===== config.mk =====
export PLATFORM = sky130hd
export DESIGN_NAME = alu_share_arbiter
export DESIGN_NICKNAME = d
export VERILOG_FILES = /design/src/rtl/alu_share_arbiter.sv
export SDC_FILE = /design/constraint.sdc
export NUM_CORES = 1
export LEC_CHECK = 0
export BUFFER_PORTS_ARGS = -buffer_cell sky130_fd_sc_hd__buf_2
export CAP_MARGIN = 20
export CELL_PAD_IN_SITES_DETAIL_PLACEMENT = 1
export CELL_PAD_IN_SITES_GLOBAL_PLACEMENT = 1
export CORE_MARGIN = 5
export CORE_UTILIZATION = 25
export CTS_CLUSTER_SIZE = 24
export DETAILED_ROUTE_END_ITERATION = 8
export PLACE_DENSITY = 0.59
export SLEW_MARGIN = 5
export SYNTH_ARGS = -nofsm -noshare
export SYNTH_HDL_FRONTEND = slang
export SYNTH_SLANG_ARGS = --single-unit

===== constraint.sdc =====
create_clock -name clk -period 2.8 [get_ports clk]
set_input_delay 0.28 -clock clk [delete_from_list [all_inputs] [get_ports clk]]
set_output_delay 0.28 -clock clk [all_outputs]
set_load 0.005 [all_outputs]

===== src/rtl/alu_share_arbiter.sv =====
// alu_share_arbiter
//   Shares one registered signed add/sub/select datapath among NUM_REQ
//   requesters. A round-robin arbiter grants one request at a time. The
//   request runs through a single registered ALU stage. The result returns
//   on one response channel, tagged with the requester ID.
//
//   Optional build macro: ALU_SAT_EN
//     defined   - result clamped to [-2^(DATA_W-1), 2^(DATA_W-1)-1],
//                 then sign-extended to DATA_W+1 bits
//     undefined - exact DATA_W+1 result
//
//   Handshake semantics (both channels): a transfer happens on a rising
//   clk edge where valid and ready are both high. Requesters hold valid and
//   payload stable until ready. The response holds valid, data and id
//   stable until rsp_ready.
//
//   FSM state is held in r_state (enum state_t). Checkers can bind to it.
//   The busy output is its IDLE / not-IDLE decode.
module alu_share_arbiter #(
  parameter  int NUM_REQ = 4,
  parameter  int DATA_W  = 8,
  localparam int ID_W    = (NUM_REQ > 1) ? $clog2(NUM_REQ) : 1
) (
  input  logic                        clk,
  input  logic                        rst_n,
  input  logic [NUM_REQ-1:0]          req_valid,
  output logic [NUM_REQ-1:0]          req_ready,
  input  logic [NUM_REQ*DATA_W-1:0]   req_a,
  input  logic [NUM_REQ*DATA_W-1:0]   req_b,
  input  logic [NUM_REQ*2-1:0]        req_op,
  output logic                        rsp_valid,
  input  logic                        rsp_ready,
  output logic signed [DATA_W:0]      rsp_data,
  output logic [ID_W-1:0]             rsp_id,
  output logic                        busy
);

  typedef enum logic [1:0] {
    S_IDLE = 2'd0,
    S_EXEC = 2'd1,
    S_RESP = 2'd2
  } state_t;

  localparam logic [1:0] OP_A   = 2'b00;
  localparam logic [1:0] OP_B   = 2'b01;
  localparam logic [1:0] OP_ADD = 2'b10;

`ifdef ALU_SAT_EN
  localparam logic signed [DATA_W:0] SAT_MAX = {2'b00, {(DATA_W-1){1'b1}}};
  localparam logic signed [DATA_W:0] SAT_MIN = {2'b11, {(DATA_W-1){1'b0}}};
`endif

  state_t                    r_state;
  logic [ID_W-1:0]           r_last_grant;
  logic signed [DATA_W-1:0]  r_a;
  logic signed [DATA_W-1:0]  r_b;
  logic [1:0]                r_op;
  logic [ID_W-1:0]           r_id;
  logic                      r_rsp_valid;
  logic signed [DATA_W:0]    r_rsp_data;
  logic [ID_W-1:0]           r_rsp_id;

  logic                      w_gnt_vld;
  logic [ID_W-1:0]           w_gnt_idx;
  logic [NUM_REQ-1:0]        w_gnt_onehot;
  logic signed [DATA_W:0]    w_sa;
  logic signed [DATA_W:0]    w_sb;
  logic signed [DATA_W:0]    w_raw;
  logic signed [DATA_W:0]    w_res;

  // Round-robin pick: first valid requester after last_grant, wrapping modulo NUM_REQ
  always_comb begin
    w_gnt_vld = 1'b0;
    w_gnt_idx = '0;
    for (int k = 1; k <= NUM_REQ; k++) begin
      int unsigned     cand_i;
      logic [ID_W-1:0] cand;
      cand_i = (int'(r_last_grant) + k) % NUM_REQ;
      cand   = ID_W'(cand_i);
      if (!w_gnt_vld && req_valid[cand]) begin
        w_gnt_vld = 1'b1;
        w_gnt_idx = cand;
      end
    end
    w_gnt_onehot = NUM_REQ'(1) << w_gnt_idx;
  end

  // Ready is asserted only in IDLE and only toward the winner. It is also
  // held low while reset is asserted, so no accept can be seen during reset.
  assign req_ready = (rst_n && (r_state == S_IDLE) && w_gnt_vld) ? w_gnt_onehot : '0;

  // ALU on the captured operands: sign-extend, select/add/sub, optional clamp
  always_comb begin
    w_sa = {r_a[DATA_W-1], r_a};
    w_sb = {r_b[DATA_W-1], r_b};
    case (r_op)
      OP_A:    w_raw = w_sa;
      OP_B:    w_raw = w_sb;
      OP_ADD:  w_raw = w_sa + w_sb;
      default: w_raw = w_sa - w_sb;
    endcase
`ifdef ALU_SAT_EN
    if (w_raw > SAT_MAX)      w_res = SAT_MAX;
    else if (w_raw < SAT_MIN) w_res = SAT_MIN;
    else                      w_res = w_raw;
`else
    w_res = w_raw;
`endif
  end

  // Control FSM: IDLE grants and captures, EXEC registers the result, RESP waits for the consumer
  always_ff @(posedge clk or negedge rst_n) begin
    if (!rst_n) begin
      r_state      <= S_IDLE;
      r_last_grant <= ID_W'(NUM_REQ - 1);
      r_a          <= '0;
      r_b          <= '0;
      r_op         <= '0;
      r_id         <= '0;
      r_rsp_valid  <= 1'b0;
      r_rsp_data   <= '0;
      r_rsp_id     <= '0;
    end else begin
      case (r_state)
        S_IDLE: begin
          if (w_gnt_vld) begin
            r_a          <= req_a[w_gnt_idx*DATA_W +: DATA_W];
            r_b          <= req_b[w_gnt_idx*DATA_W +: DATA_W];
            r_op         <= req_op[w_gnt_idx*2 +: 2];
            r_id         <= w_gnt_idx;
            r_last_grant <= w_gnt_idx;
            r_state      <= S_EXEC;
          end
        end
        S_EXEC: begin
          r_rsp_data  <= w_res;
          r_rsp_id    <= r_id;
          r_rsp_valid <= 1'b1;
          r_state     <= S_RESP;
        end
        S_RESP: begin
          if (rsp_ready) begin
            r_rsp_valid <= 1'b0;
            r_state     <= S_IDLE;
          end
        end
        default: begin
          r_rsp_valid <= 1'b0;
          r_state     <= S_IDLE;
        end
      endcase
    end
  end

  assign rsp_valid = r_rsp_valid;
  assign rsp_data  = r_rsp_data;
  assign rsp_id    = r_rsp_id;
  assign busy      = (r_state != S_IDLE);

endmodule


==> run_results.csv, run 1 <==
group,metric,value,unit
clock_tree,cts_tree,"built",
timing,setup_viol,0,
flow_run,drv_cap,0,
floorplanning,std_cell_rows,37,
layout,stdcell_count,525,
setup_path,cpMaxStageDelayCell,"dfstp_2",
yosys,synth_xor_area_share,4.56,%
placement,place_ws,0.350,ns
power,irDropWorstVdd,0.000311,V
clock_tree,cts_sinks,36,
power,p_leak,1.63,nW
placement,dp_hpwl,6.67,mm
floorplanning,die_area,12900,um^2
setup_path,crit_required,2.96,ns
power,switching_share,45.7,%
setup_path,endpoint_kind,"flop",
yosys,synth_edf_count,0,
timing,worstMarginPinSlew,0.566,ns
power,power_switching,2.05,mW
clock_tree,cts_root_buffer,"clkbuf_8",
setup_path,worstPathCellList,"mux2i_1 > o221a_4 > mux2_4 > a222oi_1 > a21oi_1",
power,power_frac_seq,24.2,%
clock_tree,path_clk_slew,0.08,ns
setup_path,cp-start-kind,"flop",
yosys,ys_ff_latch,36,
yosys,synth-simple-area-share,14.4,%
timing,hold_viol,0,
setup_path,cpPeakStageDelay,0.68,ns
routing,drc,0,
floorplanning,die_w,114,um
power,power.density,1320,nW/um^2
status,status,"finished, final reports clean",
global_routing,grt.overflow.total,0,
yosys,synth_top_family_by_area,"compound AO/OA/AOI/OAI gates",
yosys,synthArstFlopShare,100,%
global_routing,grt_max_degree,29,
placement,place_inst,516,
setup_path,crit_type,"flop to flop",
placement,gp_congestion,0.802,
timing,drv_slew,0,
clock_tree,hold_buffers,1,
yosys,syn_nets,388,
routing,wl_per_cell,15.6,um
timing,clock-skew-final,0.00612,ns
timing,period_minus_slack,2.45,ns
yosys,yosysWarnings,0,
timing,post-route-period-util,87.4,%
clock_tree,cts.htree.levels,2,
timing,fmax,409,MHz
yosys,synth-seq-area-share,33.6,%
clock_tree,clk_path_buf_depth,2,
layout,num-nets-final,477,
timing,finalSetupTns,0,ns
timing,relSlewSlack,62.0,%
global_routing,track_usage,12.9,%
routing,vias,2513,
setup_path,crit_arrival,2.61,ns
yosys,synth_adder_area_share,4.93,%
setup_path,cp_max_fo,20,
clock_tree,clk_latency,0.29,ns
yosys,synth_cell_types,47,
power,power,4.49,mW
power,clkPwrFrac,10.4,%
yosys,syn_inst,299,
power,p_int,2.44,mW
setup_path,worst-path-buf-inv,0,
power,power_frac_comb,65.4,%
layout,fillers,1284,
global_routing,grt_pass1_wl,13.5,mm
setup_path,crit_family,"compound AO/OA/AOI/OAI gates",
yosys,syn_area_per_cell,8.99,um^2
yosys,ys.flop_type,"dfrtp_1",
timing,rsz0062_at_grt,"no",
routing,ant_nets,0,
yosys,synthMuxAreaShare,12.7,%
routing,routed_wl,8.21,mm
routing,dr.pass1.iters,5,
layout,insertedDiodeCount,0,
floorplanning,start_util,25.8,%
floorplanning,die-height,114,um
floorplanning,core_area,10400,um^2
worst_hold_path,hold_class,"primary input to flop",
yosys,synth_compound_area_share,24.2,%
clock_tree,cts_setup_buffers,0,
clock_tree,cts_buffers,5,
clock_tree,cts_resized,0,
global_routing,antenna_found_initial,0,
routing,via_per_inst,4.79,
timing,fin_ws,0.353,ns
global_routing,grt_pass1_vias,2727,
layout,drive_above_1_share,34.2,%
floorplanning,io_pins,96,
placement,portBuffers,95,
yosys,synth_area,2690,um^2
routing,drtIter0Drc,133,
layout,synthToLayoutAreaGrowth,26.6,%
[power groups by stage]
stage | clock network (mW) | registers, mW | logic (mW)
after global routing | 0.512 | 1.13 | 3.32
after CTS | 0.485 | 1.09 | 2.98
after floorplan | 0 | 0.991 | 2.31
after detailed placement | 0 | 1.10 | 2.96
after global placement | 0 | 1.09 | 2.93
final | 0.468 | 1.09 | 2.93
[synthesized netlist by cell type, types with 2 or more instances]
master | n | area share [%]
a21o_1 | 2 | 0.56
a21oi_1 | 34 | 6.3
a222oi_1 | 14 | 5.2
a22oi_1 | 4 | 1.1
a31oi_1 | 5 | 1.2
and3_1 | 5 | 1.2
buf_2 | 3 | 0.56
buf_6 | 3 | 1.3
clkbuf_1 | 13 | 1.8
dfrtp_1 | 34 | 32
dfstp_2 | 2 | 2.0
ha_1 | 9 | 4.2
inv_1 | 10 | 1.4
mux2_4 | 14 | 7.8
mux2i_1 | 12 | 4.5
nand2_1 | 18 | 2.5
nor2_1 | 43 | 6.0
nor2b_1 | 5 | 1.2
nor3_1 | 2 | 0.37
o21a_1 | 5 | 1.4
o21ai_0 | 19 | 3.5
o22ai_1 | 3 | 0.70
or2_1 | 4 | 0.93
xnor2_1 | 6 | 2.0
xor2_1 | 8 | 2.6
[worst register-to-register path: cells and delay by family, from the launching register on]
kind           cells  cell delay, ns
AO/OA/AOI/OAI      3            1.04
flip-flops         1            0.68
multiplexers       2            0.60
[layer usage]
metal  track usage (%)  wire [um]
met3              2.81        460
met2              21.7       3870
met1              17.1       3810
met4              2.72         63
met5                 0          0
[cell type report]
type	count	area, um^2	share of cell area, %
Clock inverter	3	42.5	1.25
Clock buffer	5	68.8	2.02
Tap cell	136	170	5.00
Multi-Input combinational cell	232	1640	48.3
Sequential cell	36	903	26.6
Inverter	10	37.5	1.10
Timing Repair Buffer	103	538	15.8
[path summary, 6_finish.rpt]
path                       slack (ns)              end             from  depth (start not counted)
setup / recovery                 0.35           r_b[0]  r_last_grant[1]                          5
hold / removal                   0.25       r_state[1]        rsp_ready                          4
setup reg to reg                 0.35           r_b[0]  r_last_grant[1]                          5
hold reg to reg                  0.48        rsp_id[0]        rsp_id[0]                          2
max in group asynchronous        1.70  r_last_grant[1]            rst_n                          3
min in group asynchronous        0.40           r_a[1]            rst_n                          2
[per-stage QoR]
step                cell area (um^2)  utilization, %  hold slack [ns]
finish                          3400            32.7            0.248
global route                    3400            32.7            0.260
CTS                             3400            32.7            0.237
detailed placement              3280            31.5            0.186
global placement                3280            31.5            0.184
floorplan                       2690               -          -0.0156
[flip-flops by register name, summed over array words and instances, names as in the netlist]
name and flops:
rsp_data 9, r_a 8, r_b 8, r_id 2, r_last_grant 2, r_op 2, r_state 2, rsp_id 2
rsp_valid 1
[kinds of logic (layout without fill, tap and decap cells)]
| family | Yosys count | count (layout) |
|---|---|---|
| AOI/OAI and AO/OA | 96 | 96 |
| and+or+nand+nor | 85 | 85 |
| muxes | 27 | 27 |
| adders and majority gates | 10 | 10 |
| DFF | 36 | 36 |
| buffers and inverters | 31 | 121 |
| xor gates and xnor gates | 14 | 14 |
[cell usage in the layout (no fill, tap or decap), types with 2 or more instances in the layout]
master	synthesis	routed
xor2_1	8	8
mux2_4	14	14
a222oi_1	14	14
inv_1	10	10
a21o_1	2	2
mux2i_1	12	12
or2_1	4	4
nor2b_1	5	5
nor2_1	43	42
a21oi_1	34	34
dfstp_2	2	2
and3_1	5	5
o21a_1	5	5
nor3_1	2	2
dfrtp_1	34	34
o21ai_0	19	19
xnor2_1	6	6
buf_2	3	95
nand2_1	18	18
a22oi_1	4	4
o22ai_1	3	3
ha_1	9	9
buf_4	1	7
a31oi_1	5	5
clkbuf_8	0	5
No activity file was read; power rests on OpenSTA's default activity.
==> run 2: changes to the inputs <==
ABC_AREA = 1   (was not set)
CORE_MARGIN = 1.5   (was 5)
PLACE_DENSITY = 0.61   (was 0.59)
RECOVER_POWER = 50   (was not set)
==> run 2 against run 1 <==
  * The flow now finishes with violations (design-rule violations, max-capacitance violations, max-slew violations)
  * Via count rose by 31%
  * Critical path type is now flop to primary output
  * Synthesized cell count rose by 60%
  * Cell count rose by 36%
  * Maximum frequency fell by 8.5%
  * Wire length rose by 19%
  * Hold slack improved by 0.079 ns
  * Largest power group unchanged
==> run_results.csv, run 2 <==
group,metric,value,unit
global_routing,grt.overflow.total,0,
yosys,synth-seq-area-share,30.4,%
yosys,synth_top_cell_by_area,"nand2_1",
routing,ant_nets,0,
setup_path,crit_type,"flop to primary output",
routing,wl_per_cell,13.7,um
timing,clock-skew-final,0.00482,ns
power,irDropWorstVdd,0.000474,V
yosys,synthTopCellsByCount,"nand2_1, nand3_1, dfrtp_1, inv_1, a21oi_1",
routing,drtIter0Drc,131,
layout,stdcell_count,713,
setup_path,reg2reg_depth,13,
status,status,"finished, violations left",
timing,hold_viol,0,
setup_path,reg2reg_to,"rsp_data[8]",
setup_path,cpPeakStageDelay,0.62,ns
setup_path,reg2reg_from,"r_b[0]",
yosys,yosysWarnings,0,
timing,fmax,374,MHz
setup_path,crit_top_cell,"nand2_1",
layout,synthToLayoutAreaGrowth,26.5,%
timing,worstMarginPinSlew,1.99,ns
timing,hold_slack,0.326,ns
yosys,syn_inst,478,
clock_tree,cts_root_buffer,"clkbuf_16",
setup_path,worstPathCellList,"inv_4 > nand2_1 > nand2_1 > nand2_1 > nand2_2 > nor2_2 > nand3_2 > buf_8 > nand2_2 > buf_12 > nor3_1 > buf_2",
yosys,synth_edf_count,0,
flow_run,drv_cap,1,
layout,fillers,1511,
timing,period_minus_slack,2.67,ns
routing,vias,3289,
layout,insertedDiodeCount,0,
setup_path,r2r_slack,0.34,ns
timing,drv_slew,37,
yosys,syn_area_per_cell,6.21,um^2
routing,via_per_inst,4.61,
yosys,ys.flop_type,"dfrtp_1",
yosys,synth_top_area_share,29.5,%
setup_path,crit_arrival,2.39,ns
timing,rsz0062_at_grt,"no",
yosys,synthMostInstantiatedCell,"nand2_1",
setup_path,worst-path-buf-inv,4,
clock_tree,clk_latency,0.28,ns
layout,final_common_cell,"nand2_1",
setup_path,cp_max_fo,38,
power,p_leak,2.13,nW
floorplanning,die_area,12500,um^2
clock_tree,cts.htree.levels,2,
timing,post-route-period-util,95.5,%
worst_hold_path,hold_depth,4,
floorplanning,io_pins,96,
clock_tree,cts_tree,"built",
yosys,ys_ff_latch,36,
setup_path,crit_required,2.52,ns
status,violations,"design-rule violations, max-capacitance violations, max-slew violations",
clock_tree,path_clk_slew,0.06,ns
yosys,synth_area,2970,um^2
placement,placed_area,3550,um^2
global_routing,grt_pass1_vias,3415,
timing,setup_viol,0,
clock_tree,clk_path_buf_depth,2,
layout,largest_register_ffs,9,
yosys,synthTopCellsByArea,"nand2_1, dfrtp_1, nand3_1",
global_routing,track_usage,16.1,%
worst_hold_path,hold_path_startpoint,"rsp_ready",
clock_tree,cts_buffers,5,
setup_path,cpMaxStageDelayCell,"dfstp_2",
setup_path,endpoint_kind,"primary output",
routing,drc,1,
placement,place_inst,700,
worst_hold_path,whs_endpoint,"rsp_valid",
yosys,synthArstFlopShare,100,%
global_routing,grt_pass1_wl,16.5,mm
yosys,syn_nets,567,
setup_path,cp-start-kind,"flop",
clock_tree,cts_sinks,36,
placement,gp_congestion,0.830,
floorplanning,die-height,112,um
routing,dr.pass1.iters,8,
setup_path,crit_family,"simple AND/OR/NAND/NOR gates",
layout,design_area,3750,um^2
yosys,synth_cell_types,33,
layout,drive_above_1_share,24.2,%
power,power.density,1620,nW/um^2
global_routing,grt_max_degree,39,
floorplanning,core_area,11500,um^2
layout,num-nets-final,659,
floorplanning,die_w,112,um
routing,routed_wl,9.80,mm
worst_hold_path,hold_class,"primary input to flop",
floorplanning,std_cell_rows,39,
floorplanning,start_util,25.8,%
global_routing,antenna_found_initial,0,
placement,dp_hpwl,7.59,mm
layout,layout_common_cells,"nand2_1, buf_2, nand3_1, dfrtp_1, inv_1",
timing,relSlewSlack,-32.4,%
placement,portBuffers,95,
run 2: cell types whose count changed after synthesis, sizes merged, moves of 6 or more:
| cell | delta |
|---|---|
| a21oi | -18 |
| a222oi | -14 |
| buf | +12 |
| clkbuf | -12 |
| inv | +22 |
| mux2 | -15 |
| mux2i | -12 |
| nand2 | +231 |
| nand3 | +46 |
| nor2 | -26 |
| nor2b | -6 |
run 2: repair_timing:
action	4_1_cts	5_1_grt
setup endpoints to repair	23	4
buffers inserted	2	3
cloned	1	0
resized for setup	6	1
hold buffers	0	0
pin swaps	1	1
run 2: layer usage:
layer	wire, um	track usage [%]
met1	5020	22.8
met2	4250	25.7
met3	430	2.83
met4	106	3.71
met5	0	0
run 2: cell families (layout without fill, tap and decap cells):
| kind of cell | count (synthesis) | count (layout) | share of synthesized area [%] |
|---|---|---|---|
| AND/OR/NAND/NOR | 325 | 325 | 45.6 |
| buffers and inverters | 53 | 144 | 8.30 |
| flip-flops | 36 | 36 | 30.4 |
| adder cells (fa/ha/maj) | 10 | 10 | 4.47 |
| AO/OA/AOI/OAI | 47 | 48 | 9.15 |
| XOR/XNOR | 7 | 7 | 2.06 |
run 2: metrics by stage:
step / worst slack, ns / util [%] / TNS [ns] / total power, mW
after floorplan: 0.616 / - / 0 / 4.35
after global placement: -0.0605 / 30.9 / -0.118 / 5.30
after detailed placement: -0.167 / 30.9 / -0.524 / 5.43
after CTS: 0.0438 / 32.4 / 0 / 6.12
after global routing: 0.00584 / 32.6 / 0 / 6.88
final: 0.126 / 32.6 / 0 / 6.09
run 2: area by class of cell:
type	count	area (um^2)	share of cell area, %
inverter	32	128	3.40
sequential	36	903	24.1
clock inverter	1	5.00	0.133
tap	143	179	4.77
multi-input combinational	390	1850	49.2
timing repair buffer	105	564	15.0
clock buffer	6	129	3.43
run 2: worst max path at each step:
stage	slack, ns	depth (start not counted)	end	startpoint
after floorplan	0.62	13	rsp_data[8]	r_b[0]
after global placement	-0.06	11	req_ready[0]	r_last_grant[0]
after detailed placement	-0.17	11	req_ready[1]	r_last_grant[0]
after CTS	0.04	12	req_ready[3]	r_last_grant[0]
after global routing	0.006	12	req_ready[3]	r_last_grant[0]
final	0.13	12	req_ready[3]	r_last_grant[0]
run 2: worst min-delay path, delay by kind of cell:
family                 cells  cell delay, ns
AOI/OAI and AO/OA          1            0.10
buffers and inverters      2            0.13
and+or+nand+nor            1            0.05
run 2: power breakdown:
part	switching, mW	internal, mW	total [mW]
logic	2.96	1.57	4.53
registers	0.222	0.804	1.03
clock network	0.210	0.323	0.533
